===== config.mk =====
export PLATFORM = sky130hd
export DESIGN_NAME = ball_engine
export DESIGN_NICKNAME = d
export VERILOG_FILES = /design/src/rtl/ball_engine.sv
export SDC_FILE = /design/constraint.sdc
export NUM_CORES = 1
export LEC_CHECK = 0
export ABC_AREA = 1
export CAP_MARGIN = 20
export CORE_MARGIN = 2
export CORE_UTILIZATION = 39
export CTS_CLUSTER_DIAMETER = 120
export DETAILED_ROUTE_END_ITERATION = 10
export PLACE_DENSITY = 0.68
export SLEW_MARGIN = 20
export SYNTH_ARGS = -nofsm -noshare
export SYNTH_HDL_FRONTEND = slang
export SYNTH_SLANG_ARGS = --single-unit

===== constraint.sdc =====
create_clock -name clk -period 2.9 [get_ports clk]
set_clock_uncertainty 0.2 [all_clocks]
set_input_delay 0.435 -clock clk [delete_from_list [all_inputs] [get_ports clk]]
set_output_delay 0.435 -clock clk [all_outputs]
set_load 0.01 [all_outputs]

===== src/rtl/ball_engine.sv =====
// Pong ball: serve hold, per-frame motion with edge bounces, and one-cycle raster of the ball square.
// Optional BALL_HIT_FLASH_EN: ball flashes white for 7 frames after each bounce.
module ball_engine #(
   parameter int         HDISP        = 640,
   parameter int         VDISP        = 480,
   parameter int         BALL_SIZE    = 8,
   parameter int         SPEED        = 2,
   parameter int         SERVE_FRAMES = 60,
   parameter logic [7:0] BALL_COLOR   = 8'h3F
) (
   input  logic        clk,
   input  logic        rst,
   input  logic [11:0] hcount,
   input  logic [10:0] vcount,
   input  logic        pause,
   input  logic        serve,
   output logic        drawBall,
   output logic [2:0]  red,
   output logic [2:0]  green,
   output logic [1:0]  blue,
   output logic [11:0] ball_x,
   output logic [10:0] ball_y,
   output logic [7:0]  bounce_count
);

   localparam int          CW         = (SERVE_FRAMES < 2) ? 1 : $clog2(SERVE_FRAMES);
   localparam logic [CW-1:0] SERVE_LAST = CW'(SERVE_FRAMES - 1);
   localparam logic [12:0] X_LIM      = 13'(HDISP);
   localparam logic [11:0] Y_LIM      = 12'(VDISP);
   localparam logic [12:0] X_REACH    = 13'(BALL_SIZE + SPEED);
   localparam logic [11:0] Y_REACH    = 12'(BALL_SIZE + SPEED);
   localparam logic [12:0] X_SIZE     = 13'(BALL_SIZE);
   localparam logic [11:0] Y_SIZE     = 12'(BALL_SIZE);
   localparam logic [11:0] X_SPD      = 12'(SPEED);
   localparam logic [10:0] Y_SPD      = 11'(SPEED);
   localparam logic [11:0] X_MAX      = 12'(HDISP - BALL_SIZE);
   localparam logic [10:0] Y_MAX      = 11'(VDISP - BALL_SIZE);
   localparam logic [11:0] X_CTR      = 12'((HDISP - BALL_SIZE) / 2);
   localparam logic [10:0] Y_CTR      = 11'((VDISP - BALL_SIZE) / 2);

   typedef enum logic [0:0] {S_SERVE = 1'b0, S_PLAY = 1'b1} state_t;

   state_t        state_q, state_d;
   logic [CW-1:0] serve_cnt_q, serve_cnt_d;
   logic [11:0]   ball_x_q, ball_x_d;
   logic [10:0]   ball_y_q, ball_y_d;
   logic          dx_q, dx_d, dy_q, dy_d;
   logic [7:0]    bounce_q, bounce_d;
   logic          draw_q, draw_d;
   logic [7:0]    color_q, color_d;
   logic          frame_tick_s, move_s, x_bounce_s, y_bounce_s, hit_s;
   logic [12:0]   x_far_s, x_end_s;
   logic [11:0]   y_far_s, y_end_s;
   logic [7:0]    ball_color_s;
`ifdef BALL_HIT_FLASH_EN
   logic [2:0]    flash_q, flash_d;
`endif

   assign frame_tick_s = (hcount == 12'd0) && (vcount == 11'(VDISP));
   assign move_s       = frame_tick_s && (state_q == S_PLAY) && !pause;
   assign x_far_s      = {1'b0, ball_x_q} + X_REACH;
   assign y_far_s      = {1'b0, ball_y_q} + Y_REACH;
   assign x_end_s      = {1'b0, ball_x_q} + X_SIZE;
   assign y_end_s      = {1'b0, ball_y_q} + Y_SIZE;

   // State register and all datapath flops
   always_ff @(posedge clk) begin
      if (rst) begin
         state_q     <= S_SERVE;
         serve_cnt_q <= '0;
         ball_x_q    <= X_CTR;
         ball_y_q    <= Y_CTR;
         dx_q        <= 1'b1;
         dy_q        <= 1'b1;
         bounce_q    <= 8'd0;
         draw_q      <= 1'b0;
         color_q     <= 8'h00;
`ifdef BALL_HIT_FLASH_EN
         flash_q     <= 3'd0;
`endif
      end else begin
         state_q     <= state_d;
         serve_cnt_q <= serve_cnt_d;
         ball_x_q    <= ball_x_d;
         ball_y_q    <= ball_y_d;
         dx_q        <= dx_d;
         dy_q        <= dy_d;
         bounce_q    <= bounce_d;
         draw_q      <= draw_d;
         color_q     <= color_d;
`ifdef BALL_HIT_FLASH_EN
         flash_q     <= flash_d;
`endif
      end
   end

   // Next-state: serve pulse always wins; the last serve tick hands over to play without moving
   always_comb begin
      state_d = state_q;
      if (serve) begin
         state_d = S_SERVE;
      end else if (frame_tick_s && (state_q == S_SERVE) && (serve_cnt_q == SERVE_LAST)) begin
         state_d = S_PLAY;
      end else begin
         state_d = state_q;
      end
   end

   // Motion, bounce detection and serve counting
   always_comb begin
      serve_cnt_d = serve_cnt_q;
      ball_x_d    = ball_x_q;
      ball_y_d    = ball_y_q;
      dx_d        = dx_q;
      dy_d        = dy_q;
      x_bounce_s  = 1'b0;
      y_bounce_s  = 1'b0;
      case (state_q)
         S_SERVE: begin
            if (frame_tick_s) begin
               serve_cnt_d = (serve_cnt_q == SERVE_LAST) ? '0 : serve_cnt_q + CW'(1);
            end else begin
               serve_cnt_d = serve_cnt_q;
            end
         end
         S_PLAY: begin
            if (move_s) begin
               if (dx_q) begin
                  if (x_far_s >= X_LIM) begin
                     ball_x_d = X_MAX; dx_d = 1'b0; x_bounce_s = 1'b1;
                  end else begin
                     ball_x_d = ball_x_q + X_SPD;
                  end
               end else if (ball_x_q <= X_SPD) begin
                  ball_x_d = 12'd0; dx_d = 1'b1; x_bounce_s = 1'b1;
               end else begin
                  ball_x_d = ball_x_q - X_SPD;
               end
               if (dy_q) begin
                  if (y_far_s >= Y_LIM) begin
                     ball_y_d = Y_MAX; dy_d = 1'b0; y_bounce_s = 1'b1;
                  end else begin
                     ball_y_d = ball_y_q + Y_SPD;
                  end
               end else if (ball_y_q <= Y_SPD) begin
                  ball_y_d = 11'd0; dy_d = 1'b1; y_bounce_s = 1'b1;
               end else begin
                  ball_y_d = ball_y_q - Y_SPD;
               end
            end else begin
               ball_x_d = ball_x_q;
            end
         end
         default: begin
            serve_cnt_d = '0;
         end
      endcase
      if (serve) begin
         serve_cnt_d = '0;
         ball_x_d    = X_CTR;
         ball_y_d    = Y_CTR;
         dx_d        = 1'b1;
         dy_d        = 1'b1;
         x_bounce_s  = 1'b0;
         y_bounce_s  = 1'b0;
      end else begin
         serve_cnt_d = serve_cnt_d;
      end
      bounce_d = (x_bounce_s || y_bounce_s) ? bounce_q + 8'd1 : bounce_q;
   end

`ifdef BALL_HIT_FLASH_EN
   // Flash counter: reloads on a bounce tick, otherwise counts frames down to zero
   always_comb begin
      if (serve) begin
         flash_d = 3'd0;
      end else if (x_bounce_s || y_bounce_s) begin
         flash_d = 3'd7;
      end else if (frame_tick_s && (flash_q != 3'd0)) begin
         flash_d = flash_q - 3'd1;
      end else begin
         flash_d = flash_q;
      end
   end
   assign ball_color_s = (flash_q != 3'd0) ? 8'hFF : BALL_COLOR;
`else
   assign ball_color_s = BALL_COLOR;
`endif

   // Output logic: raster hit against the current position, registered next cycle
   always_comb begin
      hit_s   = (hcount >= ball_x_q) && ({1'b0, hcount} < x_end_s) &&
                (vcount >= ball_y_q) && ({1'b0, vcount} < y_end_s);
      draw_d  = hit_s;
      color_d = hit_s ? ball_color_s : 8'h00;
   end

   assign drawBall     = draw_q;
   assign red          = color_q[2:0];
   assign green        = color_q[5:3];
   assign blue         = color_q[7:6];
   assign ball_x       = ball_x_q;
   assign ball_y       = ball_y_q;
   assign bounce_count = bounce_q;

endmodule


==> results of run 1 <==
-- cell families (layout without fill, tap and decap cells) --
group                    count (synthesis)  in the layout  share of synthesized area [%]
AND/OR/NAND/NOR                        295            295                           33.1
other                                    1              4                         0.0883
adder cells (fa/ha/maj)                 52             52                           15.3
AO/OA/AOI/OAI                          115            115                           16.0
XOR/XNOR                                32             32                           6.60
buffers and inverters                  100            161                           10.5
flip-flops                              39             39                           18.4
-- worst min-delay path by stage --
stage          slack, ns  cells after the start         endpoint
2_1_floorplan       0.25                      2   serve_cnt_q[5]
3_3_place_gp        0.27                      2   serve_cnt_q[5]
4_1_cts             0.28                      2  bounce_count[5]
3_5_place_dp        0.27                      2  bounce_count[5]
6_report            0.28                      2  bounce_count[5]
5_1_grt             0.31                      2  bounce_count[5]
-- synthesized netlist by cell type, types with 2 or more instances --
cell type | count | area share (%)
nor3_1 | 19 | 2.2
o21ai_1 | 5 | 0.59
dfxtp_1 | 39 | 18
o2111ai_1 | 7 | 1.4
inv_1 | 59 | 5.2
o22ai_1 | 2 | 0.29
a31oi_1 | 2 | 0.29
nand3_2 | 5 | 1.2
o211ai_1 | 8 | 1.4
nand2_1 | 117 | 10
o21ai_0 | 37 | 4.4
nand2_2 | 5 | 0.74
buf_2 | 4 | 0.47
nor2_4 | 4 | 1.1
o21a_1 | 2 | 0.35
xnor2_1 | 4 | 0.82
a21oi_1 | 40 | 4.7
xor2_1 | 28 | 5.8
clkbuf_1 | 3 | 0.26
buf_6 | 3 | 0.79
nand3_1 | 34 | 4.0
nand3b_1 | 2 | 0.35
nor2_2 | 7 | 1.0
a21oi_2 | 3 | 0.62
clkinv_1 | 2 | 0.18
ha_1 | 52 | 15
inv_2 | 17 | 1.5
nor2_1 | 77 | 6.8
nand2_4 | 5 | 1.3
a211oi_1 | 3 | 0.53
buf_4 | 11 | 1.9
nand4_1 | 13 | 1.9
-- layout make-up --
| cell class | count | area [um2] |
|---|---|---|
| clock inverters | 3 | 43.8 |
| well taps | 140 | 175 |
| flip-flops and latches | 39 | 786 |
| multi-input cells | 498 | 3040 |
| inverters | 79 | 299 |
| clock buffers | 5 | 68.8 |
| repair buffers | 74 | 711 |
| fillers | 1134 | 5620 |
-- per-layer routing --
metal  track usage (%)  vias to the layer above  wire length (um)
met1              25.9                     2030              5390
met2              37.6                      144              5970
met4              4.76                        0               143
met5                 0                        -                 0
li1                  -                     2228                 -
met3              3.25                       14               588
-- what timing repair did --
item | CTS | global route
setup endpoints to repair | 1 | 1
hold buffers | 0 | 0
resized for setup | 1 | 4
-- per-stage QoR --
step | utilization [%] | setup slack, ns
global route | 47.7 | 0.0138
global placement | 46.5 | -0.0100
CTS | 47.6 | 0.0518
detailed placement | 46.5 | -0.0256
floorplan | - | 0.523
finish | 47.7 | 0.292
-- registers in the layout (all words and copies together) (netlist names) --
name / count
ball_y: 10
dy_q: 1
state_q: 1
bounce_count: 8
dx_q: 1
ball_x: 11
color_q: 1
serve_cnt_q: 6
-- critical path, cell delays in order, from the launching register on --
cell      delay, ns
dfxtp_2        0.44
ha_2           0.29
inv_1          0.09
nor2_1         0.18
xor2_1         0.20
ha_1           0.27
a21oi_1        0.15
o21a_1         0.14
nor3_1         0.04
a211oi_1       0.20
o21ai_0        0.16
nor3_1         0.17
-- power by group through the flow --
stage	Sequential (W)	Clock (W)	Combinational, W
after global placement	0.000548	0	0.000136
after CTS	0.000536	0.000478	0.000142
final	0.000535	0.000477	0.000141
after detailed placement	0.000548	0	0.000141
after global routing	0.000535	0.000511	0.000161
after floorplan	0.000548	0	0.0000737
==> impl_metrics.py, run 1 <==
metrics = {
    "power": {
        "seqPwrFrac_pct": 46.4,
        "swShare_pct": 25.5,
        "power_frac_clock_pct": 41.4,
        "p_switching_w": 0.000294,
        "power_frac_comb_pct": 12.2,
        "internal_power_w": 0.000859,
        "p_total_w": 0.00115,
        "peakVddDrop_mv": 0.169,
        "power_density_nw_per_um2": 225,
        "leakagePower_nw": 2.23,
    },
    "status": {
        "status": "complete, no violations",
    },
    "min_path": {
        "min_from": "bounce_count[5]",
        "worstHoldPathType": "reg2reg",
    },
    "critical_path": {
        "r2r_start": "ball_y[4]",
        "startpoint": "ball_y[4]",
        "cp-endpoint": "color_q[4]",
        "critical_path_class": "reg2reg",
        "reg2reg_depth": 11,
        "path_max_fanout": 7,
        "r2r_setup_slack_ns": 0.29,
        "end_kind": "flop",
        "worstSetupStartpointType": "flop",
        "worstPathRequired_ns": 2.93,
        "rr_endpoint": "color_q[4]",
        "cp.arrival_ns": 2.64,
    },
    "route": {
        "wire_per_inst_um": 14.4,
        "drt_iter0_markers": 313,
        "drt-pass1-iter-count": 5,
        "routed_wl_um": 12100,
        "antenna_left": 0,
        "vias": 4416,
        "viasPerCell": 5.27,
        "drc_errors": 0,
    },
    "final_layout": {
        "final_common_cell": "nand2_1",
        "drive_gt1_share_pct": 11.0,
        "stdcell_count": 838,
        "nets": 776,
        "final_cell_mix": "nand2_1 (117), nor2_1 (77), clkdlybuf4s50_1 (62)",
        "area_delta_synth_final_pct": 20.6,
        "num_antenna_cells": 0,
        "final_cell_area_um2": 5120,
    },
    "synth": {
        "postSynth.asyncResetShare_pct": 0,
        "syn_inst": 634,
        "ys.flop_type": "dfxtp_1",
        "seq_area_frac_synth_pct": 18.4,
        "yosys_warnings": 0,
        "postSynthAreaPerCell_um2": 6.70,
        "synth_cell_type_count": 47,
        "synth-seq-cells": 39,
        "synth_edf_count": 0,
        "synth_area_um2": 4250,
    },
    "global_route": {
        "grt_pass1_vias": 4209,
        "grt_max_degree": 24,
        "grt_pass1_wl_um": 19600,
        "grt-ovfl-total": 0,
        "grt.total_usage_pct": 20.8,
        "antenna_found_initial": 0,
    },
    "floorplanning": {
        "io_pins": 67,
        "die_y_um": 108,
        "fp.dieW_um": 108,
        "dieArea_um2": 11700,
        "coreArea_um2": 10700,
        "initial_core_util_pct": 39.5,
        "std_cell_rows": 38,
    },
    "timing": {
        "final_max_slew_viol_count": 0,
        "fin_crit_ns": 2.61,
        "final_hold_viol_count": 0,
        "finalHoldWorstSlack_ns": 0.281,
        "finalSetupTns_ns": 0,
        "fmaxAchievable_mhz": 383,
        "rsz0062_at_grt": "false",
        "period_share_pct": 89.9,
        "setup_viol": 0,
    },
    "clock_network": {
        "worstSkewPairLatency_ns": 0.30,
        "root_buffer": "clkbuf_8",
        "cts_tree": "done",
        "htreeDepth": 2,
        "clk_pin_slew_worst_paths_ns": 0.09,
        "cts_buffer_depth": 2,
        "cts_buffers": 5,
        "cts_sinks": 39,
        "cts_setup_buffers": 0,
    },
    "placed_design": {
        "placedCellCount": 830,
        "gp_congestion": 0.948,
        "place_area_um2": 5000,
        "io_buffers": 62,
        "hpwl_um": 9620,
    },
    "run": {
        "cap_viol_max_count": 0,
    },
}
(Power assumes the default switching activity.)
==> run 2, diff against run 1 <==
--- a/config.mk
+++ b/config.mk
@@ -11,6 +11,7 @@
 export CORE_UTILIZATION = 39
 export CTS_CLUSTER_DIAMETER = 120
 export DETAILED_ROUTE_END_ITERATION = 10
+export HOLD_SLACK_MARGIN = 0.12
 export PLACE_DENSITY = 0.68
 export SLEW_MARGIN = 20
 export SYNTH_ARGS = -nofsm -noshare
==> results of run 2 <==
The final DEF is identical to that of run 1; final timing and power are the same.
==> run 3, diff against run 2 <==
--- a/config.mk
+++ b/config.mk
@@ -11,8 +11,9 @@
 export CORE_UTILIZATION = 39
 export CTS_CLUSTER_DIAMETER = 120
 export DETAILED_ROUTE_END_ITERATION = 10
+export GPL_TIMING_DRIVEN = 0
 export HOLD_SLACK_MARGIN = 0.12
-export PLACE_DENSITY = 0.68
+export PLACE_DENSITY = 0.7
 export SLEW_MARGIN = 20
 export SYNTH_ARGS = -nofsm -noshare
 export SYNTH_HDL_FRONTEND = slang
==> impl_metrics.py, run 3 (synthesis results as in run 1) <==
metrics = {
    "global_route": {
        "antenna_found_initial": 0,
        "grtUsageMet2_pct": 37.8,
        "grt-ovfl-total": 0,
        "grt-busiest-layer": "met2",
        "grt.total_usage_pct": 21.2,
        "grt_max_degree": 13,
        "grt_pass1_vias": 4342,
        "grt_use_met1_pct": 26.3,
        "met3_usage_pct": 2.83,
        "grt_pass1_wl_um": 20100,
    },
    "placed_design": {
        "place_area_um2": 5060,
        "gp_congestion": 0.931,
        "hpwl_um": 9610,
        "place_ws_ns": -0.0696,
        "io_buffers": 62,
    },
    "timing": {
        "final.setup.worst_slack_ns": 0.335,
        "period_share_pct": 88.5,
        "fmaxAchievable_mhz": 390,
        "fin_crit_ns": 2.57,
        "finalHoldWorstSlack_ns": 0.289,
        "final_max_slew_viol_count": 0,
        "rsz0062_at_grt": "false",
        "maxSlewHeadroom_pct": 63.8,
        "setup_viol": 0,
        "final_hold_viol_count": 0,
        "worstMarginPinSlew_ns": 0.542,
    },
    "floorplanning": {
        "dieArea_um2": 11700,
        "coreArea_um2": 10700,
        "initial_core_util_pct": 39.5,
        "io_pins": 67,
        "fp.dieW_um": 108,
        "die_y_um": 108,
        "std_cell_rows": 38,
    },
    "min_path": {
        "worstHoldPathType": "reg2reg",
    },
    "final_layout": {
        "largest_reg_flops": 11,
        "final_common_cell": "nand2_1",
        "final_cell_mix": "nand2_1 (117), nor2_1 (76), clkdlybuf4s50_1 (62)",
        "area_delta_synth_final_pct": 22.8,
        "drive_gt1_share_pct": 12.0,
        "nets": 785,
        "final_cell_area_um2": 5220,
        "num_antenna_cells": 0,
    },
    "status": {
        "status": "complete, no violations",
    },
    "clock_network": {
        "cts_buffer_depth": 2,
        "root_buffer": "clkbuf_8",
        "htreeDepth": 2,
        "clk_pin_slew_worst_paths_ns": 0.09,
        "holdBufCountCts": 0,
        "cts_buffers": 5,
        "cts_sinks": 39,
        "cts_setup_buffers": 0,
        "cts_tree": "done",
        "worstSkewPairLatency_ns": 0.30,
    },
    "power": {
        "internal_power_w": 0.000950,
        "power_density_nw_per_um2": 236,
        "p_switching_w": 0.000283,
        "power_frac_clock_pct": 44.8,
        "leakagePower_nw": 2.27,
        "swShare_pct": 23.0,
        "power_frac_comb_pct": 11.8,
        "peakVddDrop_mv": 0.172,
        "seqPwrFrac_pct": 43.4,
    },
    "critical_path": {
        "end_kind": "flop",
        "path_max_fanout": 7,
        "worstPathRequired_ns": 2.90,
        "critical_path_class": "reg2reg",
        "worstSetupStartpointType": "flop",
        "cp.arrival_ns": 2.57,
    },
    "route": {
        "viasPerCell": 5.22,
        "antenna_left": 0,
        "wire_per_inst_um": 14.1,
        "drt_iter0_markers": 319,
        "drt-pass1-iter-count": 5,
        "vias": 4421,
        "drc_errors": 0,
        "routed_wl_um": 11900,
    },
    "run": {
        "cap_viol_max_count": 0,
    },
}
==> run 3: cell type report <==
| type | instances | area, um2 |
|---|---|---|
| Multi-Input combinational cell | 498 | 3050 |
| Inverter | 79 | 299 |
| Sequential cell | 39 | 787 |
| Clock buffer | 6 | 72.6 |
| Tap cell | 140 | 175 |
| Fill cell | 1121 | 5530 |
| Buffer | 21 | 148 |
| Timing Repair Buffer | 62 | 621 |
| Clock inverter | 2 | 60.1 |
==> run 3: per-layer routing <==
layer | share of wire [%] | routed length (um) | vias up
li1 | - | - | 2248
met1 | 45 | 5320 | 2022
met2 | 48 | 5720 | 127
met3 | 4.8 | 569 | 24
met4 | 2.5 | 295 | 0
met5 | 0 | 0 | -
==> run 3: per-stage QoR <==
step	total power, W	utilization, %	setup TNS (ns)	cells
after global placement	0.000689	47.1	-0.0377	839
after global routing	0.00129	48.5	0	847
final	0.00123	48.5	0	847
after detailed placement	0.000693	47.1	-0.0696	839
after CTS	0.00124	48.3	0	847
after floorplan	0.000622	-	0	637
==> run 3: repair_timing <==
| action | CTS | global route |
|---|---|---|
| setup endpoints to repair | 1 | 1 |
| cloned | 0 | 0 |
| gates resized for setup | 1 | 9 |
| pin swaps | 0 | 0 |
==> run 3: power groups by stage <==
stage	sequential (W)	combinational (W)	clock, W
final	0.000535	0.000145	0.000553
after global routing	0.000535	0.000165	0.000588
after CTS	0.000536	0.000145	0.000561
after detailed placement	0.000548	0.000145	0
after global placement	0.000548	0.000140	0
after floorplan	0.000548	0.0000737	0
==> run 3: worst paths after layout <==
path	start	endpoint	slack, ns	cells after the start
min	bounce_count[5]	bounce_count[5]	0.29	2
min reg2reg	bounce_count[5]	bounce_count[5]	0.29	2
max	ball_x[4]	color_q[4]	0.33	11
max reg2reg	ball_x[4]	color_q[4]	0.33	11
==> run 3: worst max-delay path, cell delays in order, from the launching register on <==
cell	delay [ns]
dfxtp_1	0.49
ha_1	0.30
inv_1	0.10
nor3_2	0.27
nand3_1	0.13
xor2_1	0.16
ha_1	0.28
nand2_1	0.06
nor2_1	0.14
o21ai_0	0.13
o2111ai_1	0.14
nor3_1	0.06
